`src/rtl/sattn_pkg.sv`:
```
// Shared definitions for the sparse-attention accelerator: register map,
// opcodes and the MMIO sequencer state encoding.
package sattn_pkg;

  typedef enum logic [3:0] {
    IDLE,
    WR_CFG,
    WR_IADDR,
    WR_IDATA,
    ISSUE,
    POLL,
    SETTLE,
    RD_SUM,
    FIN
  } state_t;

  localparam int NUM_CFG = 6;

  localparam logic [7:0] REG_CFG_BASE = 8'h30;
  localparam logic [7:0] REG_CMD      = 8'h60;
  localparam logic [7:0] REG_SUM0     = 8'h68;
  localparam logic [7:0] REG_IADDR    = 8'h70;
  localparam logic [7:0] REG_IDATA    = 8'h78;
  localparam logic [7:0] REG_SUM1     = 8'h80;
  localparam logic [7:0] REG_SUM2     = 8'h88;

  localparam logic [7:0] OP_NOP  = 8'h00;
  localparam logic [7:0] OP_SUM0 = 8'h14;
  localparam logic [7:0] OP_SUM1 = 8'h15;
  localparam logic [7:0] OP_SUM2 = 8'h16;

  // Config registers sit on consecutive 64-bit slots starting at REG_CFG_BASE.
  function automatic logic [7:0] cfg_addr(input logic [2:0] k);
    return REG_CFG_BASE + {2'b00, k, 3'b000};
  endfunction

  function automatic logic has_sum(input logic [7:0] op);
    return (op == OP_SUM0) || (op == OP_SUM1) || (op == OP_SUM2);
  endfunction

  function automatic logic [7:0] sum_addr(input logic [7:0] op);
    case (op)
      OP_SUM1: return REG_SUM1;
      OP_SUM2: return REG_SUM2;
      default: return REG_SUM0;
    endcase
  endfunction

endpackage

```
`src/rtl/sattn_mmio_seq_if.sv`:
```
// MMIO initiator/responder bus; read data is combinational from the responder.
interface sattn_mmio_seq_if #(
  parameter int ADDR_WIDTH = 16,
  parameter int DATA_WIDTH = 64
);

  logic                  wen;
  logic                  ren;
  logic [ADDR_WIDTH-1:0] addr;
  logic [DATA_WIDTH-1:0] wdata;
  logic [DATA_WIDTH-1:0] rdata;

  modport master (output wen, output ren, output addr, output wdata, input rdata);
  modport slave  (input wen, input ren, input addr, input wdata, output rdata);

endinterface

```
`src/rtl/sattn_mmio_seq.sv`:
```
// Job sequencer: programs the accelerator over MMIO, streams the index table,
// issues the command, polls for completion and fetches the checksum.
module sattn_mmio_seq
  import sattn_pkg::*;
#(
  parameter int ADDR_WIDTH = 16,
  parameter int DATA_WIDTH = 64,
  parameter int TIMEOUT    = 65535
) (
  input  logic                    clk,
  input  logic                    rst,
  input  logic                    start,
  output logic                    busy,
  output logic                    done,
  output logic                    err,
  input  logic [7:0]              cmd_op,
  input  logic [31:0]             m_rows,
  input  logic [31:0]             head_dim_d,
  input  logic [31:0]             block_size,
  input  logic [31:0]             k_blocks,
  input  logic [31:0]             s_tokens,
  input  logic [31:0]             scale_fp_bits,
  input  logic [15:0]             n_idx,
  input  logic                    idx_valid,
  output logic                    idx_ready,
  input  logic [15:0]             idx_data,
  sattn_mmio_seq_if.master        mmio,
  output logic [63:0]             result_sum,
  output logic [31:0]             result_cycles
);

  state_t                state;
  logic [7:0]            op_q;
  logic [15:0]           n_q;
  logic [15:0]           idx_cnt;
  logic [2:0]            cfg_cnt;
  logic [31:0]           cfg_q [NUM_CFG];
  logic                  wen_q;
  logic                  ren_q;
  logic [ADDR_WIDTH-1:0] addr_q;
  logic [DATA_WIDTH-1:0] wdata_q;
  logic                  idx_wr;

  // The index-data write must coincide with the stream transfer, so it bypasses
  // the output registers; every other bus cycle is driven from registers.
  assign idx_wr     = (state == WR_IDATA) && idx_valid;
  assign idx_ready  = idx_wr;
  assign busy       = (state != IDLE);
  assign mmio.wen   = wen_q | idx_wr;
  assign mmio.ren   = ren_q;
  assign mmio.addr  = idx_wr ? ADDR_WIDTH'(REG_IDATA) : addr_q;
  assign mmio.wdata = idx_wr ? DATA_WIDTH'(idx_data) : wdata_q;

  always_ff @(posedge clk) begin
    if (rst) begin
      state         <= IDLE;
      done          <= 1'b0;
      err           <= 1'b0;
      wen_q         <= 1'b0;
      ren_q         <= 1'b0;
      addr_q        <= '0;
      wdata_q       <= '0;
      result_sum    <= '0;
      result_cycles <= '0;
      op_q          <= '0;
      n_q           <= '0;
      idx_cnt       <= '0;
      cfg_cnt       <= '0;
      for (int k = 0; k < NUM_CFG; k++) cfg_q[k] <= '0;
    end else begin
      done    <= 1'b0;
      wen_q   <= 1'b0;
      ren_q   <= 1'b0;
      addr_q  <= '0;
      wdata_q <= '0;
      case (state)
        IDLE: begin
          if (start) begin
            op_q          <= cmd_op;
            n_q           <= n_idx;
            cfg_q[0]      <= m_rows;
            cfg_q[1]      <= head_dim_d;
            cfg_q[2]      <= block_size;
            cfg_q[3]      <= k_blocks;
            cfg_q[4]      <= s_tokens;
            cfg_q[5]      <= scale_fp_bits;
            result_sum    <= '0;
            result_cycles <= '0;
            err           <= 1'b0;
            idx_cnt       <= '0;
            cfg_cnt       <= '0;
            if (cmd_op == OP_NOP) begin
              state <= FIN;
              err   <= 1'b1;
              done  <= 1'b1;
            end else begin
              state   <= WR_CFG;
              wen_q   <= 1'b1;
              addr_q  <= ADDR_WIDTH'(REG_CFG_BASE);
              wdata_q <= DATA_WIDTH'(m_rows);
            end
          end
        end
        WR_CFG: begin
          if (cfg_cnt != 3'(NUM_CFG - 1)) begin
            cfg_cnt <= cfg_cnt + 3'd1;
            wen_q   <= 1'b1;
            addr_q  <= ADDR_WIDTH'(cfg_addr(cfg_cnt + 3'd1));
            wdata_q <= DATA_WIDTH'(cfg_q[cfg_cnt + 3'd1]);
          end else if (n_q == 16'd0) begin
            state   <= ISSUE;
            wen_q   <= 1'b1;
            addr_q  <= ADDR_WIDTH'(REG_CMD);
            wdata_q <= DATA_WIDTH'(op_q);
          end else begin
            state  <= WR_IADDR;
            wen_q  <= 1'b1;
            addr_q <= ADDR_WIDTH'(REG_IADDR);
          end
        end
        WR_IADDR: state <= WR_IDATA;
        WR_IDATA: begin
          if (idx_valid) begin
            if (idx_cnt == n_q - 16'd1) begin
              state   <= ISSUE;
              wen_q   <= 1'b1;
              addr_q  <= ADDR_WIDTH'(REG_CMD);
              wdata_q <= DATA_WIDTH'(op_q);
            end else begin
              state   <= WR_IADDR;
              idx_cnt <= idx_cnt + 16'd1;
              wen_q   <= 1'b1;
              addr_q  <= ADDR_WIDTH'(REG_IADDR);
              wdata_q <= DATA_WIDTH'(idx_cnt + 16'd1);
            end
          end
        end
        ISSUE: begin
          state  <= POLL;
          ren_q  <= 1'b1;
          addr_q <= ADDR_WIDTH'(REG_CMD);
        end
        // The responder shows done for a single cycle, so it is sampled on every poll cycle.
        POLL: begin
          if (result_cycles < 32'(TIMEOUT)) result_cycles <= result_cycles + 32'd1;
          if (mmio.rdata[0]) begin
            state <= SETTLE;
          end else if (result_cycles >= 32'(TIMEOUT - 1)) begin
            state      <= FIN;
            err        <= 1'b1;
            done       <= 1'b1;
            result_sum <= '0;
          end else begin
            ren_q  <= 1'b1;
            addr_q <= ADDR_WIDTH'(REG_CMD);
          end
        end
        SETTLE: begin
          if (has_sum(op_q)) begin
            state  <= RD_SUM;
            ren_q  <= 1'b1;
            addr_q <= ADDR_WIDTH'(sum_addr(op_q));
          end else begin
            state      <= FIN;
            done       <= 1'b1;
            result_sum <= '0;
          end
        end
        RD_SUM: begin
          result_sum <= 64'(mmio.rdata);
          state      <= FIN;
          done       <= 1'b1;
        end
        FIN:     state <= IDLE;
        default: state <= IDLE;
      endcase
    end
  end

endmodule

```
`src/flat_wrapper.sv`:
```
// flat-port wrapper written by rule: the top's interface ports become plain ports
module sattn_mmio_seq_flat import sattn_pkg::*;
#(
  parameter int ADDR_WIDTH = 16,
  parameter int DATA_WIDTH = 64,
  parameter int TIMEOUT    = 65535
)
  (clk, rst, start, busy, done, err, cmd_op, m_rows, head_dim_d, block_size, k_blocks, s_tokens, scale_fp_bits, n_idx, idx_valid, idx_ready, idx_data, result_sum, result_cycles, mmio_wen, mmio_ren, mmio_addr, mmio_wdata, mmio_rdata);
  sattn_mmio_seq_if #(.ADDR_WIDTH(ADDR_WIDTH), .DATA_WIDTH(DATA_WIDTH)) mmio_i ();
  input  logic clk;
  input  logic rst;
  input  logic start;
  output logic busy;
  output logic done;
  output logic err;
  input  logic [7:0] cmd_op;
  input  logic [31:0] m_rows;
  input  logic [31:0] head_dim_d;
  input  logic [31:0] block_size;
  input  logic [31:0] k_blocks;
  input  logic [31:0] s_tokens;
  input  logic [31:0] scale_fp_bits;
  input  logic [15:0] n_idx;
  input  logic idx_valid;
  output logic idx_ready;
  input  logic [15:0] idx_data;
  output logic [63:0] result_sum;
  output logic [31:0] result_cycles;
  output wire logic [$bits(mmio_i.wen)-1:0] mmio_wen;
  output wire logic [$bits(mmio_i.ren)-1:0] mmio_ren;
  output wire logic [$bits(mmio_i.addr)-1:0] mmio_addr;
  output wire logic [$bits(mmio_i.wdata)-1:0] mmio_wdata;
  input wire logic [$bits(mmio_i.rdata)-1:0] mmio_rdata;
  assign mmio_wen = mmio_i.wen;
  assign mmio_ren = mmio_i.ren;
  assign mmio_addr = mmio_i.addr;
  assign mmio_wdata = mmio_i.wdata;
  assign mmio_i.rdata = mmio_rdata;
  sattn_mmio_seq #(.ADDR_WIDTH(ADDR_WIDTH), .DATA_WIDTH(DATA_WIDTH), .TIMEOUT(TIMEOUT)) u_core (.clk(clk), .rst(rst), .start(start), .busy(busy), .done(done), .err(err), .cmd_op(cmd_op), .m_rows(m_rows), .head_dim_d(head_dim_d), .block_size(block_size), .k_blocks(k_blocks), .s_tokens(s_tokens), .scale_fp_bits(scale_fp_bits), .n_idx(n_idx), .idx_valid(idx_valid), .idx_ready(idx_ready), .idx_data(idx_data), .mmio(mmio_i), .result_sum(result_sum), .result_cycles(result_cycles));
endmodule
```
`config.mk`:
```
export PLATFORM = sky130hd
export DESIGN_NAME = sattn_mmio_seq_flat
export DESIGN_NICKNAME = d
export VERILOG_FILES = /design/src/rtl/sattn_pkg.sv /design/src/rtl/sattn_mmio_seq_if.sv /design/src/rtl/sattn_mmio_seq.sv /design/src/flat_wrapper.sv
export SDC_FILE = /design/constraint.sdc
export NUM_CORES = 1
export LEC_CHECK = 0
export BUFFER_PORTS_ARGS = -buffer_cell sky130_fd_sc_hd__buf_2
export CORE_AREA = 2 2 223 225
export DETAILED_ROUTE_END_ITERATION = 8
export DIE_AREA = 0 0 225 227
export HOLD_SLACK_MARGIN = 0.03
export PLACE_DENSITY = 0.67
export SYNTH_ARGS = -nofsm -noshare
export SYNTH_HDL_FRONTEND = slang
export SYNTH_SLANG_ARGS = --single-unit
```
`constraint.sdc`:
```
create_clock -name clk -period 16.3 [get_ports clk]
set_clock_uncertainty 0.1 [all_clocks]
set_input_delay 2.445 -clock clk [delete_from_list [all_inputs] [get_ports clk]]
set_output_delay 2.445 -clock clk [all_outputs]
set_load 0.005 [all_outputs]
```
* Word level (Yosys, flattened, before mapping)
Memories as Yosys holds them, arrays and structs flattened.
Cells that the tools add are included.
** Cells by class
- Add/sub/neg operators :: 6
- $lt $le $gt $ge :: 2
- Eq/ne operators :: 22
- Muxes and demuxes :: 75
- Bitwise operators :: 7
- Reductions and logical operators :: 18
** Operator list (count)
- $mux 64 :: 9
- $mux 32 :: 9
- $pmux 64 s4 :: 1
- $pmux 64 s3 :: 1
- $mux 16 :: 8
- $pmux 16 s6 :: 1
- $pmux 32 s2 :: 1
- $add 32x1->32 const B :: 1
- $ge 32x16->1 const B :: 1
- $lt 32x16->1 const B :: 1
- $pmux 16 s2 :: 1
- $pmux 4 s8 :: 1
- $mux 4 :: 7
- $eq 8x5->1 const B :: 3
- $mux 1 :: 20
- $add 16x1->17 const B :: 1
- $add 16x1->16 const B :: 1
- $eq 16x16->1 :: 1
- $eq 4x3->1 const B :: 4
- $logic_not 16->1 :: 1
- $mux 8 :: 2
- $pmux 8 s2 :: 1
- $sub 16x1->16 const B :: 1
- $mux 3 :: 4
- other kinds (26) :: 49
** Word-level totals
- Register bits after elaboration :: 227
- Memory bits (writable) :: 192
- Input port bits :: 300
- Word-level logic and storage cells :: 144
- Memories kept :: 1
** Memories
- u_core.cfg_q :: depth 6, bits a word 32, read ports 1, clocked after memory_dff 0, wr ports 6, RTL line sattn_mmio_seq.sv:37 : logic [31:0] cfg_q [NUM_CFG];

* Longest topological paths before layout
Gate-level depths: netlist (run 1).
- Depth in word-level cells :: 5
- Mapped depth :: 12

* Worst setup path before layout (run 1)
Ideal clock, no wire load.
- Path type :: in2reg
- Start point :: input port rst
- End point :: memory u_core.cfg_q[0][0], enable pin
- Library setup time :: 0.631 ns
- Arrival time :: 8.476 ns
- Data required time :: 15.569 ns
- Setup slack :: 7.093 ns
- Stages on the path :: 4
- Cells stage by stage :: clkbuf_1 > clkinv_1 > nand2_1 > clkbuf_1
** RTL lines
- start, declared :: RTL line flat_wrapper.sv:11 : input logic rst;
- end, declared :: RTL line sattn_mmio_seq.sv:37

* Worst setup path after layout (run 1)
- Start point :: input port idx_valid
- End point :: output port mmio_wdata[12]
** Between the ends
- Word-level cells in the longest chain between the ends :: 2
** RTL lines
- start, declared :: RTL line flat_wrapper.sv:24 : input logic idx_valid;
- $logic_and 1x1->1 :: RTL line sattn_mmio_seq.sv:46 : assign idx_wr = (state == WR_IDATA) && idx_valid;
- $mux 64 :: RTL line sattn_mmio_seq.sv:52 : assign mmio.wdata = idx_wr ? DATA_WIDTH'(idx_data) : wdata_q;
- end, declared :: RTL line flat_wrapper.sv:32 : output wire logic [$bits(mmio_i.wdata)-1:0] mmio_wdata;
No other way between the ends.

==> key figures, run 1 <==
Synthesis
  • Synth Area per Inst: around 11 um^2
  • Synth async-reset ratio: 0%
  • Yosys top cell area share: about 34%
  • Area leader, netlist: edfxtp_1
  • Register bit total from synthesis: 376
  • Synth top cells by count: and3_1, edfxtp_1, dfxtp_1
  • Main combinational cell family by area after synthesis: simple AND/OR/NAND/NOR gates
  • Synthesized cell area: approximately 0.017 mm^2
  • Simple-Gate Fraction of Synth Area: roughly 20%
  • Top cells by area, synth: edfxtp_1, dfxtp_1, and3_1
  • EDFF count, synth: 192
  • Post-synthesis cell type count: 66
  • Most common cell in the synthesized netlist: and3_1
  • Post-synthesis mux area share: under 10%
  • XOR/XNOR Fraction of Synth Area: under 10%
  • Cell count after synthesis: roughly 1.6k
  • Adder-Cell Fraction of Synth Area: 0.518%
  • Main flop type after synthesis: edfxtp_1
  • Synth Area in Compound Gates: 10.1%
  • Register area share after synthesis: 55.8%
  • Yosys warns: 0

Die
  • Die span in y: 227 um
  • Core region area: 0.0485 mm^2
  • # rows: just over 80
  • Initial Utilization: a little over a third
  • DIE AREA: 0.0511 mm^2
  • Die width: about 230 um
  • Io pins: 482

Clocking
  • CTS tree: yes
  • Worst skew pair latency: around 0.57 ns
  • Post-CTS Setup Bufs: 0
  • Root Buffer: clkbuf_16
  • Max Root-Sink Buffers: 3
  • Clk sinks: ~380
  • H-Tree Depth: 2
  • Clock-pin slew on the worst setup and hold paths: 0.06 ns
  • Cts hold-fix bufs: 0
  • PostCTS Resize Cnt: 0
  • CTS Buf Count: between 40 and 50

Drt
  • Number of vias in the routed layout: approximately 14k
  • # DRC: 0
  • Final WL: just over 50,000 um
  • Antenna Nets Post-Route: 0
  • 1st-iter DRT viols: around 1.1k
  • DR WL/cell: ~19 um
  • Detailed Routing Iterations Pass 1: 5
  • Drt via density: roughly 5.2

Power
  • VDD IR max: a little over 0.00007 V
  • Int Pwr: 1.99 mW
  • PwrDens: approximately 140 mW/mm^2
  • Power share of the sequential group: 43.1%
  • Sw frac: between 20% and 30%
  • Clock power share: between 30% and 40%
  • Combinational Power Share: 22.1%
  • P_sw: between 0.8 and 0.9 mW
  • Pleak: around 9.3 nW

Placed design
  • Pre-CTS setup slack: roughly 9.6 ns
  • Placer Congestion: approximately 0.86
  • Port bufs: approximately 440
  • DP HPWL: between 30,000 and 40,000 um

GRT
  • First-pass GRT wire length: about 76,000 um
  • Number of global-route vias before repair: between 10k and 15k
  • Largest net degree at the start of global routing: approximately 130
  • Total track usage: 19.2%
  • Initial antenna violation count: 21
  • Grt total ovfl: 0

Worst setup path
  • FF-to-FF path depth: 8
  • CP Data Required Time: between 10 and 15 ns
  • R2R Setup Slk: approximately 12 ns
  • Reg2reg start: u_core.n_q[7]
  • Critical path capture point type: output port
  • CP Max Fanout: between 40 and 50
  • Reg-to-reg endpoint: u_core.wdata_q[1]
  • Crit path DAT: around 4.2 ns
  • CP endpoint: mmio_wdata[12]
  • Critical path type: primary input to output port
  • CP Launch Type: primary input
  • CP startpoint: idx_valid

Run status
  • Outcome: complete, no violations

Timing
  • Unrepaired setup endpoints after global routing: false
  • F_max: approximately 150 MHz
  • Fin Setup TNS: 0 ns
  • Tcrit/Tclk final: 41.4%
  • Crit path time final: ~6.7 ns
  • Final-report hold violation count: 0
  • Max Slew Vio Count: 0
  • Worst slew margin: 21.1%
  • Endpoints failing setup: 0
  • Worst slew pin tran: around 1.2 ns
  • Worst Setup Slack, final: about 9.6 ns

Final layout
  • Area delta synth->final: 23.3%
  • # fillers: around 4.6k
  • Layout cells sized above 1: 29.2%
  • Fin nets: ~2.3k

Flow run
  • Max Cap Viol: 0

Worst hold path
  • Worst Hold Class: flop to flop
==> worst min path at each step <==
stage / start / endpoint / depth (start not counted)
6_report: u_core.result_cycles[26] / u_core.result_cycles[26] / 1
5_1_grt: u_core.result_cycles[24] / u_core.result_cycles[24] / 1
4_1_cts: u_core.result_cycles[26] / u_core.result_cycles[26] / 1
3_5_place_dp: u_core.result_cycles[26] / u_core.result_cycles[26] / 1
3_3_place_gp: u_core.result_cycles[8] / u_core.result_cycles[8] / 2
2_1_floorplan: u_core.op_q[4] / u_core.op_q[4] / 2
==> power by group through the flow <==
stage	registers [mW]	clock network (mW)	logic, mW
finish	1.22	0.987	0.626
global route	1.24	1.04	0.692
CTS	1.22	1.01	0.632
detailed placement	1.24	0	0.629
global placement	1.24	0	0.618
floorplan	1.22	0	0.452
==> logic make-up (layout without fill, tap and decap cells) <==
family,Yosys count,count (layout)
adder cells (fa/ha/maj),7,7
flip-flops,376,376
XOR/XNOR,41,41
buffers and inverters,193,549
multiplexers,70,70
other,1,55
AND/OR/NAND/NOR,654,654
AO/OA/AOI/OAI,252,252
==> cell usage in the layout, fill, tap and decap left out, types with 17 or more instances in the layout <==
master / n
nand3_1: 22
nor3_1: 17
buf_2: 437
mux4_2: 32
a22oi_1: 88
nand2_1: 177
and3_1: 216
o21ai_0: 56
edfxtp_1: 192
conb_1: 43
mux2i_1: 35
xnor2_1: 24
dfxtp_1: 183
nor2_1: 127
clkbuf_16: 43
a21oi_1: 40
and2_1: 20
==> critical path, stage by stage <==
cell and delay [ns]:
buf_2 0.12, nand2_1 0.05, buf_4 0.44, clkinv_1 0.70, nand2_1 0.24, nand2_1 0.06
buf_2 0.12
==> flip-flops by register name, summed over array words and instances (netlist names) <==
register and count:
u_core.cfg_q 192, u_core.result_sum 64, u_core.result_cycles 32, u_core.wdata_q 32, u_core.idx_cnt 16, u_core.n_q 16
u_core.op_q 8, u_core.addr_q 5, u_core.state 4, u_core.cfg_cnt 3, u_core.done 1, u_core.err 1
u_core.mmio.ren 1, u_core.wen_q 1
==> final cells by class <==
| cell class | count | area (um^2) | area share (%) |
|---|---|---|---|
| Antenna cell | 12 | 30.0 | 0.144 |
| Timing Repair Buffer | 453 | 2310 | 11.1 |
| Sequential cell | 376 | 9450 | 45.3 |
| Inverter | 18 | 70.1 | 0.336 |
| Clock inverter | 22 | 256 | 1.23 |
| Clock buffer | 56 | 1180 | 5.63 |
| Multi-Input combinational cell | 1067 | 6800 | 32.6 |
| Tap cell | 622 | 778 | 3.73 |
==> through the flow <==
| step | hold WS [ns] | cell area, um^2 | util (%) | std cells | power, mW |
|---|---|---|---|---|---|
| after floorplan | 0.357 | 17100 | - | 1636 | 1.67 |
| after global placement | 0.382 | 19400 | 40.0 | 2536 | 1.85 |
| after CTS | 0.396 | 20800 | 42.9 | 2614 | 2.86 |
| after global routing | 0.406 | 20900 | 43.0 | 2622 | 2.97 |
| final | 0.394 | 20900 | 43.0 | 2626 | 2.83 |
| after detailed placement | 0.386 | 19400 | 40.0 | 2536 | 1.87 |
==> per-layer routing <==
metal  part of all wire, %  track usage, %  wire, um  vias up
met3                   7.4            5.01      3760       81
met1                    42            25.1     21600     6725
met4                   2.1            6.17      1050       16
met5                  0.21               0       106        -
li1                      -               -         -     6468
met2                    48            31.0     24500      476
(Power assumes the default switching activity.)
==> inputs of run 2 (changes only) <==
clock period = 6.6 ns   (was 16.3 ns; I/O delays follow)
==> run 2 against run 1 <==
  * Combinational power rose by 150%
  * Power is 140% higher
  * Die area unchanged
  * Largest power group unchanged
  * Flip-flop and latch count stayed put
  * Highest routed layer unchanged
==> key figures, run 2 (synthesis results as in run 1) <==
Run status
  • Outcome: complete, no violations

GRT
  • Largest net degree at the start of global routing: 133 (+5.6%)
  • Met3 GRT Util: 5.23% (+0.22 points)
  • Global Route met2 Usage: 30.9% (-0.17 points)
  • Number of global-route vias before repair: 13.0k (-1.9%)
  • Gr busiest metal: met2
  • Grt total ovfl: 0 (unchanged)
  • Initial antenna violation count: 20 (-4.8%)
  • Total track usage: 19.0% (-0.13 points)
  • First-pass GRT wire length: 75,100 um (-1.1%)
  • Met1 GRT Util: 24.7% (-0.37 points)

Timing
  • Endpoints failing setup: 0 (unchanged)
  • WHS: 0.391 ns (-0.00281 ns)
  • Worst slew pin tran: 1.18 ns (+0.000324 ns)
  • Unrepaired setup endpoints after global routing: false
  • Worst Setup Slack, final: 2.52 ns (-7.03 ns)
  • Crit path time final: roughly 4 ns
  • Fin Setup TNS: 0 ns (unchanged)
  • F_max: approximately 250 MHz
  • Worst slew margin: 21.0% (-0.021 points)
  • Tcrit/Tclk final: 61.8%
  • Max Slew Vio Count: 0 (unchanged)
  • Final-report hold violation count: 0 (unchanged)

Clocking
  • PostCTS Resize Cnt: 0 (unchanged)
  • Cts hold-fix bufs: 0 (unchanged)
  • Worst skew pair latency: 0.56 ns (about the same)
  • Root Buffer: clkbuf_16
  • CTS tree: yes
  • Max Root-Sink Buffers: 3 (unchanged)
  • Clock-pin slew on the worst setup and hold paths: 0.06 ns (about the same)
  • Clk sinks: 376 (unchanged)
  • Post-CTS Setup Bufs: 0 (unchanged)
  • CTS Buf Count: 43 (+2.4%)
  • H-Tree Depth: 2 (unchanged)

Worst setup path
  • CP Max Fanout: 21 (-50%)
  • FF-to-FF path depth: 8 (unchanged)
  • CP cell instances: nor4_1 > nand3_1 > or4_1 > and3_1 > a2111oi_4 > nand2_1 > nand2_1 > o21ai_0
  • Critical path type: flop to flop
  • CP Data Required Time: 6.89 ns (-6.87 ns)
  • Critical path capture point type: flop
  • Reg-to-reg endpoint: u_core.wdata_q[9]
  • Reg2reg start: u_core.n_q[7]
  • CP endpoint: u_core.wdata_q[9]
  • Crit path DAT: 4.37 ns (+0.17 ns)
  • CP startpoint: u_core.n_q[7]
  • R2R Setup Slk: 2.52 ns (-9.54 ns)
  • WP depth: 8 (+1)
  • CP peak stage delay: 0.71 ns (about the same)
  • Cell repeated most along the worst path: nand2_1
  • CP Launch Type: flop
  • Crit-path slowest cell: nand2_1
  • Buf+Inv Stages, Crit Path: 0 (-4)
  • CP delay by family, top: simple AND/OR/NAND/NOR gates

Final layout
  • Area of the multi-input gates: 0.00680 mm^2 (unchanged)
  • Largest Register: u_core.cfg_q
  • Fin nets: 2,266 (+0.044%)
  • Largest regs: u_core.cfg_q (192), u_core.result_sum (64)
  • Layout cells sized above 1: 29.0% (-0.20 points)
  • Sequential Area: 0.00945 mm^2 (unchanged)
  • Max reg flops: 192 (unchanged)
  • Commonest non-fill, non-tap cell in the layout: buf_2
  • # fillers: 4,598 (-0.54%)
  • Most frequent cells in the layout: buf_2, and3_1, edfxtp_1, dfxtp_1, nand2_1
  • Final Non-Filler Cells: 2,626 (unchanged)
  • Area delta synth->final: 23.2%

Drt
  • DR WL/cell: 19.3 um (-0.47%)
  • # DRC: 0 (unchanged)
  • Detailed Routing Iterations Pass 1: 5 (unchanged)
  • Final WL: 50,800 um (-0.47%)
  • Number of vias in the routed layout: 13.7k (-0.75%)
  • 1st-iter DRT viols: 1,074 (unchanged)
  • Drt via density: 5.20 (-0.75%)
  • Antenna Nets Post-Route: 0 (unchanged)

Worst hold path
  • Worst Hold Class: flop to flop

Power
  • Tot Pwr: 6.92 mW (+140%)
  • P_sw: 2.05 mW (+140%)
  • Sw frac: 29.6% (-0.041 points)
  • Clock power share: 34.1% (-0.7 points)
  • Combinational Power Share: 22.5% (+0.4 points)
  • Power share of the sequential group: 43.4% (+0.3 points)
  • Pleak: 9.30 nW (-0.26%)
  • Int Pwr: 4.88 mW (+140%)
  • PwrDens: 332 mW/mm^2 (+140%)
  • VDD IR max: 0.000227 V (+210%)

Die
  • # rows: 81 (unchanged)
  • Initial Utilization: 34.9% (unchanged)
  • Die width: 225 um (unchanged)
  • Core region area: 0.0485 mm^2 (unchanged)
  • DIE AREA: 0.0511 mm^2 (unchanged)
  • Io pins: 482 (unchanged)
  • Die span in y: 227 um (unchanged)

Placed design
  • Placer Congestion: 0.839 (-1.8%)
  • DP HPWL: 35,000 um (-0.80%)
  • Placed Cells incl. Taps: 2,536 (unchanged)
  • Pre-CTS setup slack: 2.63 ns (-6.94 ns)
  • Port bufs: 438 (unchanged)

Flow run
  • Max Cap Viol: 0 (unchanged)
run 2: power by group through the flow:
stage / clock (mW) / sequential, mW / combinational [mW]
final: 2.36 / 3.01 / 1.56
after global routing: 2.50 / 3.04 / 1.71
after CTS: 2.41 / 3.01 / 1.57
after detailed placement: 0 / 3.06 / 1.56
after global placement: 0 / 3.04 / 1.54
after floorplan: 0 / 2.98 / 1.12
run 2: worst min path at each step:
stage | startpoint | endpoint | slack (ns) | cells past startpoint
global placement | u_core.op_q[4] | u_core.op_q[4] | 0.38 | 2
global route | u_core.result_cycles[23] | u_core.result_cycles[23] | 0.41 | 1
floorplan | u_core.op_q[4] | u_core.op_q[4] | 0.36 | 2
CTS | u_core.n_q[9] | u_core.n_q[9] | 0.39 | 2
finish | u_core.op_q[4] | u_core.op_q[4] | 0.39 | 2
detailed placement | u_core.n_q[9] | u_core.n_q[9] | 0.38 | 2
run 2: cell type report:
class | count | area share, %
Clock inverter | 20 | 0.852
Clock buffer | 58 | 5.82
Multi-Input combinational cell | 1067 | 32.6
Inverter | 18 | 0.336
Timing Repair Buffer | 453 | 11.1
Sequential cell | 376 | 45.4
Antenna cell | 12 | 0.144
Tap cell | 622 | 3.73
run 2: worst min-delay path: cells and delay by family (launching register included):
| family | cells | cell delay (ns) |
|---|---|---|
| AOI/OAI and AO/OA | 1 | 0.06 |
| DFF | 1 | 0.33 |
| and+or+nand+nor | 1 | 0.06 |
run 2: metal layers:
layer	wire, um	share of wire, %
met1	21500	42
met4	1240	2.4
met5	50	0.098
met2	24200	48
met3	3800	7.5
run 2: stage by stage:
stage | util, % | cell area (um^2)
after floorplan | - | 17100
after global placement | 40.0 | 19400
after detailed placement | 40.0 | 19400
after CTS | 42.9 | 20800
after global routing | 42.9 | 20800
final | 42.9 | 20800
